<file path="src/rtl/geofence_host.sv">
// Host-side transmitter for the geofence engine: two-bank frame buffer, 7-cycle
// X/Y/R streamer, bounded wait for the engine result and a tagged result handshake.
module geofence_host #(
  parameter int R_LEAD     = 1,
  parameter int GAP_CYCLES = 1,
  parameter int TIMEOUT    = 1023
) (
  input  logic        clk,
  input  logic        reset_n,
  input  logic        in_valid,
  output logic        in_ready,
  input  logic [9:0]  in_x,
  input  logic [9:0]  in_y,
  input  logic [10:0] in_r,
  output logic [9:0]  X,
  output logic [9:0]  Y,
  output logic [10:0] R,
  input  logic        valid,
  input  logic        is_inside,
  output logic        res_valid,
  input  logic        res_ready,
  output logic        res_inside,
  output logic        res_timeout,
  output logic [7:0]  res_id,
  output logic        busy
);

  localparam logic [1:0] S_IDLE = 2'd0;
  localparam logic [1:0] S_SEND = 2'd1;
  localparam logic [1:0] S_WAIT = 2'd2;
  localparam logic [1:0] S_GAP  = 2'd3;

  logic [1:0]  state_reg;
  logic [2:0]  cnt_reg;
  logic [9:0]  wait_reg;
  logic [2:0]  gap_reg;
  logic        gap_ok_reg;
  logic [7:0]  frame_id_reg;
  logic [1:0]  full_reg, full_next;
  logic        wr_bank_reg, rd_bank_reg;
  logic [2:0]  wr_idx_reg;
  logic [9:0]  x_bus_reg, y_bus_reg;
  logic [10:0] r_bus_reg;
  logic        res_valid_reg, res_inside_reg, res_timeout_reg;
  logic [7:0]  res_id_reg;

  logic        accept, start, send_last, load_bus, wait_hit, gap_done, r_in_range;
  logic [2:0]  rd_c, r_sel;
  logic [3:0]  r_idx;
  logic [9:0]  bank_x [2];
  logic [9:0]  bank_y [2];
  logic [10:0] bank_r [2];

  assign in_ready  = ~full_reg[wr_bank_reg];
  assign accept    = in_valid & in_ready;
  assign start     = (state_reg == S_IDLE) & full_reg[rd_bank_reg] & gap_ok_reg & ~res_valid_reg;
  assign send_last = (state_reg == S_SEND) & (cnt_reg == 3'd6);
  assign load_bus  = start | ((state_reg == S_SEND) & (cnt_reg != 3'd6));
  assign wait_hit  = ({1'b0, wait_reg} + 11'd1) >= 11'(TIMEOUT);
  assign gap_done  = ({1'b0, gap_reg} + 4'd1) >= 4'(GAP_CYCLES);

  // Bus registers are loaded one edge ahead with the entry for the coming SEND cycle.
  assign rd_c       = ((state_reg == S_SEND) && (cnt_reg != 3'd6)) ? cnt_reg + 3'd1 : 3'd0;
  assign r_idx      = {1'b0, rd_c} + 4'(R_LEAD);
  assign r_in_range = (r_idx >= 4'd1) && (r_idx <= 4'd6);
  assign r_sel      = r_in_range ? r_idx[2:0] : 3'd0;

  generate
    for (genvar gi = 0; gi < 2; gi++) begin : g_bank
      logic [9:0]  x_mem [7];
      logic [9:0]  y_mem [7];
      logic [10:0] r_mem [7];

      always_ff @(posedge clk) begin
        if (accept && (wr_bank_reg == 1'(gi))) begin
          x_mem[wr_idx_reg] <= in_x;
          y_mem[wr_idx_reg] <= in_y;
          r_mem[wr_idx_reg] <= in_r;
        end
      end

      assign bank_x[gi] = x_mem[rd_c];
      assign bank_y[gi] = y_mem[rd_c];
      assign bank_r[gi] = r_mem[r_sel];
    end
  endgenerate

  // The bank being written is never the one being released: that would need both full.
  always_comb begin
    full_next = full_reg;
    if (accept && (wr_idx_reg == 3'd6)) full_next[wr_bank_reg] = 1'b1;
    if (send_last)                      full_next[rd_bank_reg] = 1'b0;
  end

  always_ff @(posedge clk or negedge reset_n) begin
    if (!reset_n) begin
      state_reg       <= S_IDLE;
      cnt_reg         <= 3'd0;
      wait_reg        <= 10'd0;
      gap_reg         <= 3'd0;
      gap_ok_reg      <= 1'b1;
      frame_id_reg    <= 8'd0;
      full_reg        <= 2'b00;
      wr_bank_reg     <= 1'b0;
      rd_bank_reg     <= 1'b0;
      wr_idx_reg      <= 3'd0;
      x_bus_reg       <= 10'd0;
      y_bus_reg       <= 10'd0;
      r_bus_reg       <= 11'd0;
      res_valid_reg   <= 1'b0;
      res_inside_reg  <= 1'b0;
      res_timeout_reg <= 1'b0;
      res_id_reg      <= 8'd0;
    end else begin
      full_reg <= full_next;
      if (accept) begin
        if (wr_idx_reg == 3'd6) begin
          wr_idx_reg  <= 3'd0;
          wr_bank_reg <= ~wr_bank_reg;
        end else begin
          wr_idx_reg <= wr_idx_reg + 3'd1;
        end
      end

      if (res_valid_reg && res_ready) res_valid_reg <= 1'b0;

      case (state_reg)
        S_IDLE: begin
          if (start) begin
            state_reg <= S_SEND;
            cnt_reg   <= 3'd0;
          end
        end
        S_SEND: begin
          if (cnt_reg == 3'd6) begin
            state_reg   <= S_WAIT;
            rd_bank_reg <= ~rd_bank_reg;
            wait_reg    <= 10'd0;
          end else begin
            cnt_reg <= cnt_reg + 3'd1;
          end
        end
        S_WAIT: begin
          // A valid on the timeout cycle wins over the timeout.
          if (valid || wait_hit) begin
            res_valid_reg   <= 1'b1;
            res_inside_reg  <= valid & is_inside;
            res_timeout_reg <= ~valid;
            res_id_reg      <= frame_id_reg;
            frame_id_reg    <= frame_id_reg + 8'd1;
            state_reg       <= S_GAP;
            gap_reg         <= 3'd0;
            gap_ok_reg      <= 1'b0;
          end else begin
            wait_reg <= wait_reg + 10'd1;
          end
        end
        default: begin
          if (gap_done) begin
            state_reg  <= S_IDLE;
            gap_ok_reg <= 1'b1;
          end else begin
            gap_reg <= gap_reg + 3'd1;
          end
        end
      endcase

      if (load_bus) begin
        x_bus_reg <= bank_x[rd_bank_reg];
        y_bus_reg <= bank_y[rd_bank_reg];
        r_bus_reg <= r_in_range ? bank_r[rd_bank_reg] : 11'd0;
      end else begin
        x_bus_reg <= 10'd0;
        y_bus_reg <= 10'd0;
        r_bus_reg <= 11'd0;
      end
    end
  end

  assign X           = x_bus_reg;
  assign Y           = y_bus_reg;
  assign R           = r_bus_reg;
  assign res_valid   = res_valid_reg;
  assign res_inside  = res_inside_reg;
  assign res_timeout = res_timeout_reg;
  assign res_id      = res_id_reg;
  assign busy        = (state_reg != S_IDLE);

endmodule
</file>
<file path="config.mk">
export PLATFORM = sky130hd
export DESIGN_NAME = geofence_host
export DESIGN_NICKNAME = d
export VERILOG_FILES = /design/src/rtl/geofence_host.sv
export SDC_FILE = /design/constraint.sdc
export NUM_CORES = 1
export LEC_CHECK = 0
export CAP_MARGIN = 20
export CORE_MARGIN = 2
export CORE_UTILIZATION = 55
export CTS_BUF_LIST = sky130_fd_sc_hd__clkbuf_16
export CTS_CLUSTER_SIZE = 20
export DETAILED_ROUTE_END_ITERATION = 8
export PLACE_DENSITY = 0.73
export SYNTH_ARGS = -nofsm -noshare
export SYNTH_HDL_FRONTEND = slang
export SYNTH_SLANG_ARGS = --single-unit
export TNS_END_PERCENT = 50
</file>
<file path="constraint.sdc">
create_clock -name clk -period 5.3 [get_ports clk]
set_input_delay 0.795 -clock clk [delete_from_list [all_inputs] [get_ports clk]]
set_output_delay 0.795 -clock clk [all_outputs]
set_load 0.01 [all_outputs]
</file>
* After elaboration in Yosys (flattened, before gate mapping)
Memories as Yosys holds them, arrays and structs flattened.
Cells that the tools add are included.
** Operators by class
- Muxes and demuxes :: 50
- Bitwise gates (word level) :: 18
- Reduce and logical (&&, ||, !) cells :: 24
- Equality and inequality tests :: 11
- Add/sub/neg operators :: 8
- $lt $le $gt $ge :: 9
** Operators with widths (count)
- $mux 10 :: 10
- $mux 11 :: 5
- $mux 3 :: 7
- $pmux 10 s2 :: 1
- $mux 1 :: 15
- $mux 2 :: 6
- $pmux 3 s2 :: 2
- $reduce_and 3->1 :: 4
- $add 10x1->11 const B :: 1
- $ge 11x10->1 const B :: 1
- $add 10x1->10 const B :: 1
- $add 3x1->3 const B :: 3
- $add 3x1->4 const B :: 2
- $add 8x1->8 const B :: 1
- $ge 4x1->1 const B :: 2
- $logic_and 1x1->1 :: 8
- $ne 2x2->1 const B :: 4
- $reduce_bool 2->1 :: 4
- $and 1x1->1 :: 7
- $eq 3x3->1 const B :: 2
- $not 1->1 :: 6
- $pmux 2 s3 :: 1
- $reduce_and 2->1 :: 3
- $le 4x3->1 const B :: 1
- other kinds (19) :: 23
** Word-level totals
- Memories kept :: 6
- Register bits :: 76
- Logic and storage cells :: 143
- Output and inout port bits :: 44
- RAM bits :: 434
- Input port bits :: 37
** Memory list
- g_bank[0].r_mem :: words 7, width 11, rd ports 1, clocked after Yosys merged registers in 0, write ports 1, line 72 : logic [10:0] r_mem [7];
- g_bank[1].r_mem :: words 7, width 11, rd ports 1, clocked after Yosys merged registers in 0, write ports 1, line 72
- g_bank[0].x_mem :: words 7, width 10, rd ports 1, clocked after Yosys merged registers in 0, write ports 1, line 70 : logic [9:0] x_mem [7];
- g_bank[0].y_mem :: words 7, width 10, rd ports 1, clocked after Yosys merged registers in 0, write ports 1, line 71 : logic [9:0] y_mem [7];
- g_bank[1].x_mem :: words 7, width 10, rd ports 1, clocked after Yosys merged registers in 0, write ports 1, line 70
- g_bank[1].y_mem :: words 7, width 10, rd ports 1, clocked after Yosys merged registers in 0, write ports 1, line 71

* Longest topological paths before layout
An unclocked memory read counts as a cell.
- Depth in word-level cells :: 13
- Mapped depth :: 18
- Gate-level depth less buffers :: 13

* Least setup slack after synthesis
OpenSTA, ideal clock, no wires.
- Path kind :: in2reg
- From :: input port in_valid
- To :: memory g_bank[1].r_mem[0][0], enable pin
- Path slack :: 859 ps
- Data required time :: 4803 ps
- Data arrival time :: 3944 ps
- Cell stages on the path :: 2
- Library setup time :: 497 ps
- Buffers on the path :: 0
- Path through :: nand3b_1 > nor4_1
** Between the ends
- Longest elaborated chain between the ends :: 4
** RTL lines
- start: declaration :: line 10 : input logic in_valid,
- $and 1x1->1 :: line 55 : assign accept = in_valid & in_ready;
- $logic_and 1x1->1 :: line 75 : if (accept && (wr_bank_reg == 1'(gi))) begin
- $mux 1 :: line 75
- $mux 1 (implied by the code) :: line 78 : r_mem[wr_idx_reg] <= in_r;
- end: declaration :: line 72
No other way between the ends.

* Worst setup path in the final report
- From :: register state_reg[1]
- To :: register r_bus_reg[5] (netlist: R[5])
** Between the ends
- Longest elaborated chain between the ends :: 13
- Elaborated cells between the ends (all ways) :: 21
- Classes of those cells :: add/sub: 1; order compare: 2; eq/ne: 1; mux: 7; bitwise: 5; reduce/logical: 3; memory: 2
** RTL lines
- start: declaration :: line 33 : logic [1:0] state_reg;
- start signal: assignment :: line 97 : state_reg <= S_IDLE;
- start signal: assignment :: line 130 : state_reg <= S_SEND;
- start signal: assignment :: line 136 : state_reg <= S_WAIT;
- $eq 2x1->1 :: line 58, 63
- $logic_and 1x1->1 :: line 63 : assign rd_c = ((state_reg == S_SEND) && (cnt_reg != 3'd6)) ? cnt_reg + 3'd1 : 3'd0;
- $mux 3 :: line 63
- $add 3x1->4 :: line 64 : assign r_idx = {1'b0, rd_c} + 4'(R_LEAD);
- $ge 4x1->1 / $le 4x3->1 (equally long branches) :: line 65 : assign r_in_range = (r_idx >= 4'd1) && (r_idx <= 4'd6);
- $logic_and 1x1->1 :: line 65
- $mux 3 :: line 66 : assign r_sel = r_in_range ? r_idx[2:0] : 3'd0;
- $mem_v2 7x11
- $mux 11 (implied by the code) (3 in series) :: line 171 : r_bus_reg <= r_in_range ? bank_r[rd_bank_reg] : 11'd0;
- $mux 11 :: line 171
- $mux 11 * :: line 168 : if (load_bus) begin
- end signal: assignment :: line 171
- end: declaration :: line 43 : logic [10:0] r_bus_reg;
Mark *: on every way between the ends. The rest lies on a longest branch, timed or not. The select of a mux whose other input is x is not followed.
A chain may end at the register's enable or synchronous reset.

==> results by group <==
Placement
  – Weighted congestion reported at the end of routability-driven placement: 0.845
  – Post-placement worst setup slack: 951 ps
  – Placed wire-length estimate: 25,700 µm
  – Number of placed instances, taps included: 1,950
  – Number of port buffers: 80
  – Placed cell areas: 22,000 µm²

Power and ir drop
  – Cell-internal power: 7.77 mW
  – Share of power burned in the clock network: 0.268
  – Reg power frac: 0.432
  – Peak supply drop: 0.000341 V
  – Leakage power: 8.04 nW
  – Switching power: 3.95 mW
  – Post-layout power: 11.7 mW
  – Switching Share: 0.337
  – Power density over the cells: 500 nW/µm²
  – Share of total power in combinational logic: 0.300

Detailed routing
  – Number of search-and-repair iterations in the first detailed-routing pass: 6
  – WL/cell: 23.8 µm
  – Residual DRC: 0
  – Total wire length after detailed routing: 48,500 µm
  – Vias after detailed routing: 12,900
  – Number of routed nets with antenna violations: 0
  – Vias per Instance: 6.33
  – 1st-iter DRT viols: 1,192

Run status
  – Outcome: finished, final reports clean

Critical path
  – Worst Setup Path Type: reg2reg
  – Crit path largest cell delay: 580 ps
  – Total buffers and inverters traversed by the critical path: 2
  – Kind of start point of the critical path: flop
  – Crit-path max FO: 39
  – Gate family responsible for the most delay along the worst path: simple AND/OR/NAND/NOR gates
  – Arrival time of the worst setup path: 4930 ps
  – Critical Path Most Common Cell: sky130_fd_sc_hd__ha_1
  – Required time reported for the critical path endpoint: 5710 ps
  – Sort of element at the end of the critical path: flop
  – Slowest CP cell: sky130_fd_sc_hd__nor3_4
  – Setup slack of the most critical reg-to-reg path: 780 ps
  – Cell-by-cell listing of the critical path: inv_1, ha_1, a21bo_2, nor2_4, clkinv_1, ha_1, nand2b_1, nor3_4, or3_4, a221oi_1, o32a_1, a2111oi_0

Floorplanning
  – Core Footprint: 36,800 µm²
  – Boundary Pins: 81
  – Initial Util: 0.562
  – Die width: 198 µm
  – Die H: 198 µm
  – DIE AREA: 39,100 µm²
  – Number of standard-cell rows in the floorplan: 70

Logic synthesis
  – Yosys reg bits: 510
  – Ys Warns: 0
  – Ys flop type: sky130_fd_sc_hd__edfxtp_1
  – Cells after Synth: 1,459
  – Library cell with the largest summed area after synthesis: sky130_fd_sc_hd__edfxtp_1
  – Number of synthesized flops with an enable pin: 434
  – Area share of the leading cell type in the synthesized netlist: 0.631
  – Most frequent cell after synthesis: sky130_fd_sc_hd__edfxtp_1
  – Most instantiated cells after synthesis: 434 x sky130_fd_sc_hd__edfxtp_1, 177 x sky130_fd_sc_hd__nand2_1, 87 x sky130_fd_sc_hd__a21oi_1, 75 x sky130_fd_sc_hd__dfrtp_1, 69 x sky130_fd_sc_hd__clkbuf_1
  – Syn_area_per_cell: 14.2 µm²
  – Number of nets produced by synthesis: 1,512
  – Synth cell types: 78
  – Part of the Yosys area used for sequential elements: 0.723
  – Post-synthesis instance area: 20,700 µm²
  – Share of flip-flops with an asynchronous set or reset: 0.149
  – Area contributors post-synth: sky130_fd_sc_hd__edfxtp_1 63%, sky130_fd_sc_hd__dfrtp_1 9.1%, sky130_fd_sc_hd__nand2_1 3.2%, sky130_fd_sc_hd__mux2i_1 2.8%, sky130_fd_sc_hd__a21oi_1 2.1%

Timing
  – Maximum clock frequency: 0.221 GHz
  – Final Setup Violations: 0
  – Clock period minus final worst setup slack: 4520 ps
  – Worst relative slew slack: 0.241
  – Tightest Pin Transition: 1130 ps
  – Sum of negative setup slack: 0 ps
  – Total count of max-transition violations in the final report: 0
  – Final critical-path share of the clock period: 0.853
  – Min setup slack post-route: 780 ps
  – Worst Hold Margin: 188 ps
  – Maximum clock skew at final layout: 19.5 ps
  – RSZ-0062 raised after global routing: no
  – Count of final hold-check violations: 0

Clock network
  – Clock insertion delay at the later pin of the skew report: 570 ps
  – Number of buffers inserted to repair setup after CTS: 0
  – Largest buffer count on any clock path: 3
  – Clock edge transition at the registers on the reported setup and hold paths: 60 ps
  – Clock H-tree levels: 2
  – CTS sink count: 510
  – CTS tree: yes
  – Count of instances resized after the clock tree is built: 0
  – CTS root buf: sky130_fd_sc_hd__clkbuf_16
  – Count of hold-fix buffers inserted at cts: 0
  – Number of buffers created by CTS: 49

Global route
  – Total global-route track usage: 0.251
  – Pin count of the biggest net entering global routing: 64
  – Number of global-route vias before repair: 12,700
  – Initial antenna violation count: 0
  – First-pass GRT wire length: 73,900 µm
  – Sum of overflow across all layers after global routing: 0

Layout
  – Max reg flops: 154
  – Final net count: 1,586
  – Area growth from synthesis to layout: 13.5%
  – Largest registers: g_bank.r_mem x154, g_bank.x_mem x140, g_bank.y_mem x140
  – Final non-filler cell total: 2,040
  – Fill cell total of the finished layout: 2,631
  – Register with the most flip-flops: g_bank.r_mem
  – FF/Latch Area: 14,900 µm²
  – Layout cell share with drive strength beyond 1: 0.0936
  – Finished layout cell area: 23,500 µm²
  – Post-layout util: 0.638
  – Combined area of the multi-input logic cells: 5220 µm²

Run
  – Max Cap Violations: 0

Hold path
  – Classification of the worst-slack hold path: in2async
-- final cells by class --
| type | instances | share of cell area |
|---|---|---|
| multi-input cells | 799 | 0.222 |
| clock buffers | 49 | 0.0523 |
| flip-flops and latches | 510 | 0.637 |
| well taps | 468 | 0.0250 |
| inverters | 58 | 0.00928 |
| diodes | 1 | 0.000107 |
| repair buffers | 115 | 0.0452 |
| clock inverters | 40 | 0.00870 |
-- per-layer routing --
metal | up-vias | track usage | share of wire
li1 | 5754 | - | -
met1 | 6478 | 0.342 | 0.41
met2 | 580 | 0.418 | 0.48
met3 | 100 | 0.0410 | 0.081
met4 | 0 | 0.0816 | 0.030
met5 | - | 0 | 0
-- kinds of logic (layout without fill, tap and decap cells) --
kind of cell | count (synthesis) | in the layout | share of synthesized area
compound gates | 373 | 373 | 0.123
xor+xnor | 10 | 10 | 0.00424
fa+ha+maj | 16 | 16 | 0.00969
buf+inv | 150 | 262 | 0.0291
flops | 510 | 510 | 0.723
mux | 74 | 74 | 0.0385
other cells | 0 | 1 | 0
simple gates | 326 | 326 | 0.0731
-- power groups by stage --
stage / Sequential, mW / Combinational (mW) / Clock (mW)
global placement: 5.12 / 3.41 / 0
finish: 5.06 / 3.52 / 3.15
detailed placement: 5.14 / 3.49 / 0
global route: 5.10 / 3.81 / 3.33
floorplan: 5.12 / 2.28 / 0
CTS: 5.06 / 3.50 / 3.17
-- placed cells by master (no fill, tap or decap), types with 7 or more instances in the layout --
cell,netlist,routed
sky130_fd_sc_hd__a211oi_1,41,41
sky130_fd_sc_hd__a21oi_1,87,87
sky130_fd_sc_hd__a221oi_1,9,9
sky130_fd_sc_hd__a22o_1,7,7
sky130_fd_sc_hd__a311oi_1,41,41
sky130_fd_sc_hd__buf_4,0,36
sky130_fd_sc_hd__clkbuf_16,0,49
sky130_fd_sc_hd__clkdlybuf4s50_1,0,79
sky130_fd_sc_hd__clkinv_1,3,15
sky130_fd_sc_hd__dfrtp_1,75,74
sky130_fd_sc_hd__edfxtp_1,434,434
sky130_fd_sc_hd__ha_1,16,16
sky130_fd_sc_hd__inv_1,54,73
sky130_fd_sc_hd__mux2_2,13,13
sky130_fd_sc_hd__mux2i_1,58,58
sky130_fd_sc_hd__nand2_1,177,176
sky130_fd_sc_hd__nand3_1,24,24
sky130_fd_sc_hd__nor2_1,39,34
sky130_fd_sc_hd__nor3_1,30,22
sky130_fd_sc_hd__nor3_2,1,9
sky130_fd_sc_hd__nor4_1,9,7
sky130_fd_sc_hd__o211ai_1,12,12
sky130_fd_sc_hd__o21ai_0,64,64
sky130_fd_sc_hd__o21ai_1,9,9
sky130_fd_sc_hd__o221ai_1,7,7
sky130_fd_sc_hd__o22ai_1,42,42
sky130_fd_sc_hd__xnor2_1,7,7
-- final timing paths --
path,from,endpoint,cells after the start
min in group clk,frame_id_reg[7],frame_id_reg[7],1
min,reset_n,frame_id_reg[1],1
max reg2reg,state_reg[1],R[5],12
max,state_reg[1],R[5],12
max in group asynchronous,reset_n,rd_bank_reg,2
min reg2reg,frame_id_reg[7],frame_id_reg[7],1
(Power assumes the default switching activity.)
